File: src/rtl/fixed_to_float_conv.sv
// Signed fixed-point to IEEE-754 half-precision converter.
// Three-stage pipeline (sign/magnitude, leading-one detect, normalise/round/pack) with valid/ready.
module fixed_to_float_conv #(
  parameter int DATA_W    = 32,
  parameter int FRAC_BITS = 16
) (
  input  logic              clk,
  input  logic              reset_n,
  input  logic [DATA_W-1:0] fixed_i,
  input  logic              valid_i,
  output logic              ready_o,
  output logic [15:0]       float_o,
  output logic              valid_o,
  input  logic              ready_i,
  output logic              ovf_o,
  output logic              unf_o
);

  localparam int P_W   = $clog2(DATA_W);
  localparam int EXP_W = 16;
  localparam logic signed [EXP_W-1:0] EXP_OFF  = EXP_W'(15 - FRAC_BITS);
  localparam logic signed [EXP_W-1:0] EXP_ZERO = '0;
  localparam logic signed [EXP_W-1:0] EXP_INF  = EXP_W'(31);

  // Global stall: the whole pipe advances only when the output slot is free or draining.
  logic en;
  assign en      = ready_i | ~valid_o;
  assign ready_o = en;

  // ---------------------------------------------------------------- S1
  logic              s1_valid;
  logic              s1_sign;
  logic [DATA_W-1:0] s1_mag;

  // NOTE: sequential state uses non-blocking assignments so every stage samples pre-edge values.
  always_ff @(posedge clk or negedge reset_n) begin
    if (!reset_n) begin
      s1_valid <= 1'b0;
      s1_sign  <= 1'b0;
      s1_mag   <= '0;
    end else if (en) begin
      s1_valid <= valid_i;
      s1_sign  <= fixed_i[DATA_W-1];
      // The most negative input negates to itself, which as unsigned is exactly 2^(DATA_W-1).
      s1_mag   <= fixed_i[DATA_W-1] ? -fixed_i : fixed_i;
    end
  end

  // ---------------------------------------------------------------- S2
  logic [P_W-1:0] lod_p;

  // NOTE: every variable written in always_comb gets a default first, so no latch is inferred.
  always_comb begin
    lod_p = '0;
    for (int i = 0; i < DATA_W; i++) begin
      if (s1_mag[i]) lod_p = P_W'(i);
    end
  end

  logic              s2_valid;
  logic              s2_sign;
  logic              s2_zero;
  logic [P_W-1:0]    s2_p;
  logic [DATA_W-1:0] s2_mag;

  // NOTE: datapath registers are reset too, so outputs are deterministic straight out of reset.
  always_ff @(posedge clk or negedge reset_n) begin
    if (!reset_n) begin
      s2_valid <= 1'b0;
      s2_sign  <= 1'b0;
      s2_zero  <= 1'b0;
      s2_p     <= '0;
      s2_mag   <= '0;
    end else if (en) begin
      s2_valid <= s1_valid;
      s2_sign  <= s1_sign;
      s2_zero  <= (s1_mag == '0);
      s2_p     <= lod_p;
      s2_mag   <= s1_mag;
    end
  end

  // ---------------------------------------------------------------- S3
  logic [P_W-1:0]          shamt;
  logic [DATA_W-2:0]       norm_frac;
  logic [9:0]              mant_raw;
  logic                    guard;
  logic                    sticky;
  logic                    round_up;
  logic [10:0]             mant_sum;
  logic signed [EXP_W-1:0] exp_pre;
  logic signed [EXP_W-1:0] exp_post;
  logic                    underflow;
  logic                    overflow;

  // The implicit leading one is shifted out of the top; only the fraction bits are kept.
  assign shamt     = P_W'(DATA_W - 1) - s2_p;
  assign norm_frac = (DATA_W-1)'(s2_mag << shamt);
  assign mant_raw  = norm_frac[DATA_W-2 -: 10];
  assign guard     = norm_frac[DATA_W-12];
  assign sticky    = |norm_frac[DATA_W-13:0];
  assign round_up  = guard & (sticky | mant_raw[0]);
  assign mant_sum  = {1'b0, mant_raw} + {10'b0, round_up};

  assign exp_pre   = $signed(EXP_W'(s2_p)) + EXP_OFF;
  assign exp_post  = exp_pre + $signed({{(EXP_W-1){1'b0}}, mant_sum[10]});

  // Underflow is judged before rounding, overflow after; underflow takes priority so flags are exclusive.
  assign underflow = ~s2_zero & (exp_pre <= EXP_ZERO);
  assign overflow  = ~s2_zero & ~underflow & (exp_post >= EXP_INF);

  logic [15:0] res;
  logic        res_ovf;
  logic        res_unf;

  always_comb begin
    res     = 16'h0000;
    res_ovf = 1'b0;
    res_unf = 1'b0;
    if (s2_zero) begin
      res = 16'h0000;
    end else if (underflow) begin
      res     = {s2_sign, 15'b0};
      res_unf = 1'b1;
    end else if (overflow) begin
      res     = {s2_sign, 5'h1F, 10'h000};
      res_ovf = 1'b1;
    end else begin
      // On a rounding carry mant_sum[9:0] is already zero and exp_post already bumped.
      res = {s2_sign, exp_post[4:0], mant_sum[9:0]};
    end
  end

  always_ff @(posedge clk or negedge reset_n) begin
    if (!reset_n) begin
      valid_o <= 1'b0;
      float_o <= 16'h0000;
      ovf_o   <= 1'b0;
      unf_o   <= 1'b0;
    end else if (en) begin
      valid_o <= s2_valid;
      float_o <= res;
      ovf_o   <= res_ovf;
      unf_o   <= res_unf;
    end
  end

endmodule

File: config.mk
export PLATFORM = sky130hd
export DESIGN_NAME = fixed_to_float_conv
export DESIGN_NICKNAME = d
export VERILOG_FILES = /design/src/rtl/fixed_to_float_conv.sv
export SDC_FILE = /design/constraint.sdc
export NUM_CORES = 1
export LEC_CHECK = 0
export ABC_AREA = 1
export CAP_MARGIN = 0
export CORE_UTILIZATION = 53
export DETAILED_ROUTE_END_ITERATION = 8
export PLACE_DENSITY_LB_ADDON = 0.08
export SLEW_MARGIN = 10
export SYNTH_ARGS = -nofsm -noshare
export SYNTH_HDL_FRONTEND = slang
export SYNTH_SLANG_ARGS = --single-unit
File: constraint.sdc
create_clock -name clk -period 4.1 [get_ports clk]
set_clock_uncertainty 0.1 [all_clocks]
set_input_delay 0.82 -clock clk [delete_from_list [all_inputs] [get_ports clk]]
set_output_delay 0.82 -clock clk [all_outputs]
set_load 0.05 [all_outputs]
Yosys cells after proc, flatten, opt, wreduce, memory -nomap -nowiden
Index checks and enable logic that the tools add are counted.
W data, S select, Z words.

word-level totals
  register bits = 93
  input port bits = 36
  output and inout port bits = 20

operators by class
  multiplexer cells = 40
  add/subtract/negate cells = 5
  reduce and logical (&&, ||, !) cells = 2
  magnitude comparators = 2
  bitwise gates (word level) = 9
  shift operators = 1

operator list
  operator               count
  $mux W5                30
  $logic_not A32 Y1      1
  $mux W32               1
  $neg A32 Y32           1
  $shl A32 B5 Y31        1
  $mux W15               2
  $reduce_or A20 Y1      1
  $mux W16               1
  $add A10 B1 Y11        1
  $add A7 B2 Y8          1
  $ge A8 B6 Y1 const B   1
  $add A6 B1 Y7 const B  1
  $le A7 B1 Y1 const B   1
  $mux W1                6
  $sub A5 B5 Y5 const A  1
  $and A1 B1 Y1          4
  $not A1 Y1             3
  $or A1 B1 Y1           2

Depth between registers and ports, before layout
Gate-level depths: netlist (run 1).

  word-level depth = 31
  depth in mapped cells = 39
  gate-level depth less buffers = 38

Least setup slack after synthesis (run 1)
OpenSTA, ideal clock, no wires.

  path kind = flip-flop to flip-flop
  start = reg s2_p[1]
  end = reg float_o[0]
  clock period less this slack = 4074 ps
  stages on the path, launching flop included = 34
  arrival = 3878 ps
  setup slack = 26 ps
  cell sequence = dfrtp_1 buf_4 inv_2 buf_6 buf_2 mux2i_1 o21ai_0 nand2_1 nand3_1 o21ai_0 inv_1 ha_1 nand2_1 nor2_1 inv_1 nor2_2 inv_2 nor2_2 inv_2 nor2_2 nand2_1 or2_1 nor2_1 ha_1 nand3_1 inv_1 nand3_1 xor2_1 inv_1 o22ai_1 nand2_1 nor2_4 inv_1 o31ai_1

between the ends
  word-level cells in the longest chain between the ends = 12

ends and longest elaborated chain
  item                    RTL line  RTL
  from (decl)             63        logic [P_W-1:0] s2_p;
  from (signal assigned)  78        s2_p <= lod_p;
  $sub A5 B5 Y5           97        assign shamt = P_W'(DATA_W - 1) - s2_p;
  $shl A32 B5 Y31         98        assign norm_frac = (DATA_W-1)'(s2_mag << shamt);
  $reduce_or A20 Y1       101       assign sticky = |norm_frac[DATA_W-13:0];
  $or A1 B1 Y1            102       assign round_up = guard & (sticky | mant_raw[0]);
  $and A1 B1 Y1           102
  $add A10 B1 Y11         103       assign mant_sum = {1'b0, mant_raw} + {10'b0, round_up};
  $add A7 B2 Y8           106       assign exp_post = exp_pre + $signed({{(EXP_W-1){1'b0}}, mant_sum[10]});
  $ge A8 B6 Y1            110       assign overflow = ~s2_zero & ~underflow & (exp_post >= EXP_INF);
  $and A1 B1 Y1           110
  $mux W15                125       end else if (overflow) begin
  $mux W15 (*)            122       end else if (underflow) begin
  $mux W16 (*)            120       if (s2_zero) begin
  to (signal assigned)    142       float_o <= res;
  to (decl)               12        output logic [15:0] float_o,

Mark *: on every way between the ends. The rest lies on a longest branch, timed or not.
A chain may end at the register's enable or synchronous reset.

Worst setup path after layout (run 1)
  start = reg s2_p[0]
  end = reg float_o[2]

Same word-level chain as after synthesis.

==> results of run 1 <==
final timing paths:
path,slack [ns],start,end
max,-0.54,s2_p[0]$_DFFE_PN0P_,float_o[2]$_DFFE_PN0P_
max reg2reg,-0.54,s2_p[0]$_DFFE_PN0P_,float_o[2]$_DFFE_PN0P_
max in group asynchronous,2.73,reset_n,float_o[3]$_DFFE_PN0P_
min in group asynchronous,0.41,reset_n,s2_mag[0]$_DFFE_PN0P_
min,0.36,s2_valid$_DFFE_PN0P_,valid_o$_DFFE_PN0P_
min reg2reg,0.36,s2_valid$_DFFE_PN0P_,valid_o$_DFFE_PN0P_
timing repair:
item                                    CTS  global route
pin swaps                                27            18
hold endpoints to repair                  0             0
resized for setup                        47            38
setup buffers                            65            11
hold buffers                              0             0
cloned                                    5             0
endpoints found under the setup margin   16            16
cell usage after synthesis (2+ instances only):
master    instances
inv_2             8
nor4_1            5
buf_2             8
o21ai_1          32
clkbuf_1         27
a21o_1            2
o21ai_2           2
o21a_1            5
inv_1            80
nand2_1         274
nor2_1           72
buf_1             2
nor2_2            3
mux2i_1          11
nand3_1          28
o211ai_1          7
nor3_1           11
buf_6             5
ha_1              6
a32o_1            5
xnor2_1          14
or2_2             5
o21ai_0         109
or2_1             2
xor2_1           15
a31oi_1           4
nor3_2            3
a21oi_1          22
dfrtp_1          92
nand4_1           4
o22ai_1           9
buf_4             4
power by group:
part	total [mW]	switching (mW)	internal, mW
sequential	1.45	0.227	1.23
combinational	4.55	2.50	2.05
clock	0.911	0.369	0.542
total	6.91	3.09	3.82
area by class of cell:
type / count / area [um^2] / share of cell area, %
clock inverters: 6 / 96.3 / 1.15
clock buffers: 10 / 229 / 2.72
flip-flops and latches: 92 / 2300 / 27.4
multi-input cells: 663 / 3510 / 41.8
inverters: 89 / 339 / 4.03
repair inverters: 1 / 7.51 / 0.0893
repair buffers: 199 / 1750 / 20.8
well taps: 140 / 175 / 2.08
sequential cells by signal, summed over array words and instances, names as in the netlist:
signal / cells
s1_mag: 32
s2_mag: 31
float_o: 16
s2_p: 5
ovf_o: 1
s1_sign: 1
s1_valid: 1
s2_sign: 1
s2_valid: 1
s2_zero: 1
unf_o: 1
valid_o: 1
worst max-delay path, delay by kind of cell (launching register included):
family | cells | cell delay, ns
DFF | 1 | 0.46
buffers and inverters | 8 | 0.75
xor gates and xnor gates | 1 | 0.19
adders and majority gates | 3 | 0.53
and+or+nand+nor | 15 | 1.63
AOI/OAI and AO/OA | 6 | 0.89
cells in the final DEF (no fill, tap or decap), types with 8 or more instances in the layout:
cell / count
o21ai_1: 28
mux2i_1: 8
nand2_1: 266
a21oi_1: 20
nor3_1: 11
dfrtp_1: 91
nand3_1: 25
clkbuf_16: 9
inv_2: 10
buf_4: 135
clkdlybuf4s50_1: 53
nor2_1: 66
xnor2_1: 14
o21ai_2: 17
o21ai_0: 95
xor2_1: 13
inv_1: 76
cell families (layout without fill, tap and decap cells):
family / Yosys count / in the layout / synth area share, %
simple gates: 409 / 409 / 27.1
compound gates: 208 / 208 / 19.0
buf+inv: 135 / 305 / 9.27
flops: 92 / 92 / 37.5
xor+xnor: 29 / 29 / 4.14
mux: 11 / 11 / 1.79
fa+ha+maj: 6 / 6 / 1.22
per-layer routing:
layer | wire [um] | GRT usage, % | vias up
met5 | 0 | 0 | -
met4 | 434 | 10.8 | 0
met3 | 983 | 5.57 | 44
met2 | 8540 | 52.3 | 247
met1 | 7950 | 40.5 | 3125
li1 | - | - | 3229
==> impl_metrics.tcl, run 1 <==
set metrics [dict create \
    synth-seq-area-share_pct 37.5 \
    fin_total_pwr_mw 6.91 \
    post-route-drc-count 0 \
    fmax_mhz 215 \
    fill_cells 816 \
    post_layout_nonfiller_instances 1200 \
    initialDrtViolationCount 572 \
    drt-total-wl_um 17900 \
    synth_edf_count 0 \
    ioPinCount 56 \
    postSynthCellCount 890 \
    core_area_um2 11100 \
    synth_top_flop_cell "dfrtp_1" \
    hold_viol_final 0 \
    violations "setup timing" \
    cts_sinks 92 \
    finalHoldWorstSlack_ns 0.363 \
    finish.instance_area_um2 8410 \
    grt_max_degree 90 \
    timing.critical_path.fanout_max 7 \
    detailroute.via_count 6645 \
    critical-path-max-stage-delay_ns 0.46 \
    clock_tree.htree_level_count 3 \
    nets_in_the_synthesized_netlist 932 \
    r2r_cells 33 \
    cts_made_buffers 9 \
    cp.required_ns 4.24 \
    synth.lib_cells_used.distinct 46 \
    grt_first_pass_wirelength_um 29000 \
    yosys_warnings 0 \
    outcome "finished with violations" \
    ctsLongestPathBuffers 2 \
    synth.cell_area_um2 6140 \
    drt.antenna.violating_nets 0 \
    cp_capture_type "flop" \
    place_ws_ns -0.509 \
    die_width_um 110 \
    avgViaCountPerCell 5.54 \
    syn_avg_cell_area_um2 6.90 \
    setup_viol 16 \
    grt_setup_unrepaired "true" \
    final_core_utilization_pct 75.9 \
    ys_seq_elements 92 \
    drv.max_cap_violation_count 0 \
    final_nets 1097 \
    initial_standard_cell_utilization_of_the_core_pct 55.4 \
    antenna_found_initial 0 \
    start_to_end_type_of_the_worst_setup_path "flop to flop" \
    timing.setup.tns_ns -6.89 \
    rows 38 \
    number_of_global_route_vias_before_repair 6290 \
    layout_min_cycle_time_ns 4.64 \
    power.ir.vdd_worst_mv 0.608 \
    startpoint_type "flop" \
    setup_ws_ns -0.542 \
    number_of_port_buffers 55 \
    placed_area_um2 7170 \
    area_growth_syn_to_layout_pct 37.0 \
    grt.overflow.total 0 \
    synth_async_sr_flop_share_pct 100 \
    clock-root-buffer "clkbuf_16" \
    tritoncts "yes" \
    place.detailed.hpwl_um 11900 \
    gr-usage-all-layers_pct 31.2 \
    total_placed_cells_including_tap_cells 1106 \
    post-route-period-util_pct 113 \
    power_per_cell_area_nw_per_um2 822 \
    crit_path_top_delay_cell "dfrtp_2" \
    timing_max_transition_violations_final 0 \
    classification_of_the_worst_slack_hold_path "flop to flop" \
    average_detailed_routed_wire_length_per_instance_um 14.9 \
    drive_gt1_share_pct 22.6 \
    fp.dieArea_um2 12000 \
    cellLeakagePower_nw 3.99 \
    post-synth-top-area-fraction_pct 37.5 \
    critical_path_arrival_ns 4.78 \
    num_antenna_cells 0 \
    synth.top_cells.by_area "dfrtp_1 (38%), nand2_1 (17%), o21ai_0 (8.9%)" \
    gp_weighted_congestion 0.842 \
    drtPass1Iterations 6 \
    chipHeight_um 110 \
    cts.reportedPaths.clkPinSlew_ns 0.07 \
    tightest_slew_margin_relative_to_the_limit_pct 51.5 \
    synth_top_cell_by_area "dfrtp_1" \
    clock_latency_ns 0.35 \
    timing_worst_slew_pin_value_ns 0.728 \
    whs_path_depth 2 \
]
(Power assumes the default switching activity.)
==> run 2, diff against run 1 <==
- CORE_UTILIZATION: 53 -> 59
- clock period: 4.1 -> 4.96 ns (I/O delays scaled with it)
==> run 2 against run 1 <==
  * The run now ends clean
  * Critical path depth rose by 2
  * Sequential share of layout area grew 4.7 points
  * Register-to-register slack improved by 0.79 ns
  * Routed wire length down 16%
  * Global-route usage decreased by 3.8 points
  * Die area is 10% lower
  * Clock-buffer cell count rose by 1
==> impl_metrics.tcl, run 2 (same netlist as run 1, synthesis figures left out) <==
set metrics [dict create \
    outcome "complete, no violations" \
    cts_made_buffers 9 \
    startpoint_type "flop" \
    layout.cells.most_common "nand2_1" \
    tritoncts "yes" \
    whs_path_depth 2 \
    num_antenna_cells 0 \
    worst_r2r_startpoint "s2_p[0]$_DFFE_PN0P_" \
    power_per_cell_area_nw_per_um2 614 \
    timing.critical_path.fanout_max 8 \
    ctsLongestPathBuffers 2 \
    grt_first_pass_wirelength_um 24300 \
    average_detailed_routed_wire_length_per_instance_um 14.0 \
    cts.reportedPaths.clkPinSlew_ns 0.09 \
    initial_standard_cell_utilization_of_the_core_pct 61.9 \
    power.clock.fraction_pct 11.4 \
    cp_capture_type "flop" \
    timing_worst_slew_pin_value_ns 0.708 \
    rows 36 \
    drt-total-wl_um 15000 \
    die_width_um 104 \
    avgViaCountPerCell 5.58 \
    tightest_slew_margin_relative_to_the_limit_pct 52.6 \
    gr-usage-all-layers_pct 27.3 \
    fmax_mhz 212 \
    start_to_end_type_of_the_worst_setup_path "flop to flop" \
    fp.dieArea_um2 10800 \
    cp.required_ns 5.17 \
    pwr-share-seq_pct 27.5 \
    drive_gt1_share_pct 8.96 \
    worst_hold_path_startpoint "s2_valid$_DFFE_PN0P_" \
    critical_path.reg2reg.endpoint "float_o[9]$_DFFE_PN0P_" \
    r2r_cells 35 \
    layout_min_cycle_time_ns 4.71 \
    drtPass1Iterations 7 \
    grt_max_degree 70 \
    number_of_port_buffers 55 \
    clock_tree.htree_level_count 3 \
    antenna_found_initial 0 \
    critical-path-top-cell-by-count "inv_2" \
    mostFrequentLayoutCells "nand2_1 (271), o21ai_0 (104), dfrtp_1 (91), inv_1 (77), nor2_1 (70)" \
    ff2ff_setup_slack_ns 0.25 \
    area_growth_syn_to_layout_pct 16.8 \
    clock-root-buffer "clkbuf_8" \
    cellLeakagePower_nw 3.31 \
    critical_path_arrival_ns 4.92 \
    drt.antenna.violating_nets 0 \
    power.ir.vdd_worst_mv 0.326 \
    crit_path_top_delay_cell "dfrtp_2" \
    chipHeight_um 104 \
    registers.top_by_ff_count "s1_mag" \
    classification_of_the_worst_slack_hold_path "flop to flop" \
    min_delay_worst_endpoint "valid_o$_DFFE_PN0P_" \
    number_of_global_route_vias_before_repair 5567 \
    holdBufCountCts 0 \
    setup_viol 0 \
    ioPinCount 56 \
    drv.max_cap_violation_count 0 \
    initialDrtViolationCount 400 \
    timing_max_transition_violations_final 0 \
    detailroute.via_count 5974 \
    place_ws_ns 0.194 \
    finalHoldWorstSlack_ns 0.381 \
    critical-path-max-stage-delay_ns 0.59 \
    core_area_um2 9910 \
    final_nets 975 \
    cts_sinks 92 \
    net-switching-power_mw 2.17 \
    share_comb_of_total_power_pct 61.1 \
    gp_weighted_congestion 0.930 \
    largest_reg_flops 32 \
    place.detailed.hpwl_um 10700 \
    hold_viol_final 0 \
    setup_ws_ns 0.252 \
    post-route-drc-count 0 \
    biggestRegsByFlops "s1_mag: 32 flops, s2_mag: 31 flops, float_o: 16 flops" \
    grt.overflow.total 0 \
    cellInternalPower_mw 2.23 \
    clock_latency_ns 0.37 \
    post-route-period-util_pct 94.9 \
    power.switching_fraction_pct 49.2 \
]
run 2: cell count changes in the layout (fill, tap and decap cells not counted), moves of 4 or more:
cell / before / now
o21ai_2: 17 / 6
buf_4: 135 / 18
nor2_1: 66 / 70
nand2_1: 266 / 271
o21ai_1: 28 / 33
nand2_2: 7 / 3
clkbuf_8: 0 / 9
clkbuf_16: 9 / 3
o21ai_0: 95 / 104
run 2: layout make-up:
cell class	instances	area, um^2
Clock inverter	5	60.1
Tap cell	133	166
Inverter	89	342
Sequential cell	92	2300
Timing Repair Buffer	78	793
Fill cell	852	2740
Multi-Input combinational cell	663	3370
Clock buffer	11	131
run 2: worst max path at each step:
stage	startpoint	end	slack (ns)	cells past startpoint
6_report	s2_p[0]$_DFFE_PN0P_	float_o[9]$_DFFE_PN0P_	0.25	35
5_1_grt	s2_p[0]$_DFFE_PN0P_	float_o[9]$_DFFE_PN0P_	-0.03	35
3_5_place_dp	s2_p[0]$_DFFE_PN0P_	float_o[9]$_DFFE_PN0P_	0.19	35
2_1_floorplan	s2_p[1]$_DFFE_PN0P_	float_o[0]$_DFFE_PN0P_	0.89	33
4_1_cts	s2_p[0]$_DFFE_PN0P_	float_o[9]$_DFFE_PN0P_	0.16	35
3_3_place_gp	s2_p[0]$_DFFE_PN0P_	float_o[0]$_DFFE_PN0P_	0.51	33
run 2: timing repair:
item | CTS | global route
buffers inserted | 0 | 6
setup endpoints to repair | 0 | 16
gates resized for setup | 0 | 37
run 2: through the flow:
stage	TNS, ns	cell area [um^2]	power [mW]	util [%]	cells
after detailed placement	0	6720	3.59	67.8	1044
final	0	7170	4.40	72.3	1071
after CTS	0	6910	4.10	69.7	1060
after global routing	-0.0445	7170	4.76	72.3	1071
after floorplan	0	6140	3.04	-	890
after global placement	0	6720	3.55	67.8	1044
run 2: worst max-delay path, delay by kind of cell (launching register included):
| kind | cells | cell delay (ns) |
|---|---|---|
| AND/OR/NAND/NOR | 17 | 1.90 |
| multiplexers | 1 | 0.11 |
| buffers and inverters | 8 | 0.71 |
| AO/OA/AOI/OAI | 6 | 0.65 |
| adder cells (fa/ha/maj) | 2 | 0.37 |
| XOR/XNOR | 1 | 0.19 |
| flip-flops | 1 | 0.59 |
run 2: metal layers:
layer | wire length [um] | share of wire [%] | track usage (%)
met4 | 474 | 3.2 | 13.2
met2 | 6930 | 46 | 44.0
met3 | 712 | 4.8 | 3.88
met5 | 0 | 0 | 0
met1 | 6850 | 46 | 36.4
run 2: power groups by stage:
stage          Combinational, mW  Clock (mW)  Sequential [mW]
5_1_grt                     2.98       0.542             1.24
3_5_place_dp                2.39           0             1.20
3_3_place_gp                2.36           0             1.19
6_report                    2.69       0.504             1.21
4_1_cts                     2.40       0.511             1.19
2_1_floorplan               1.65           0             1.38
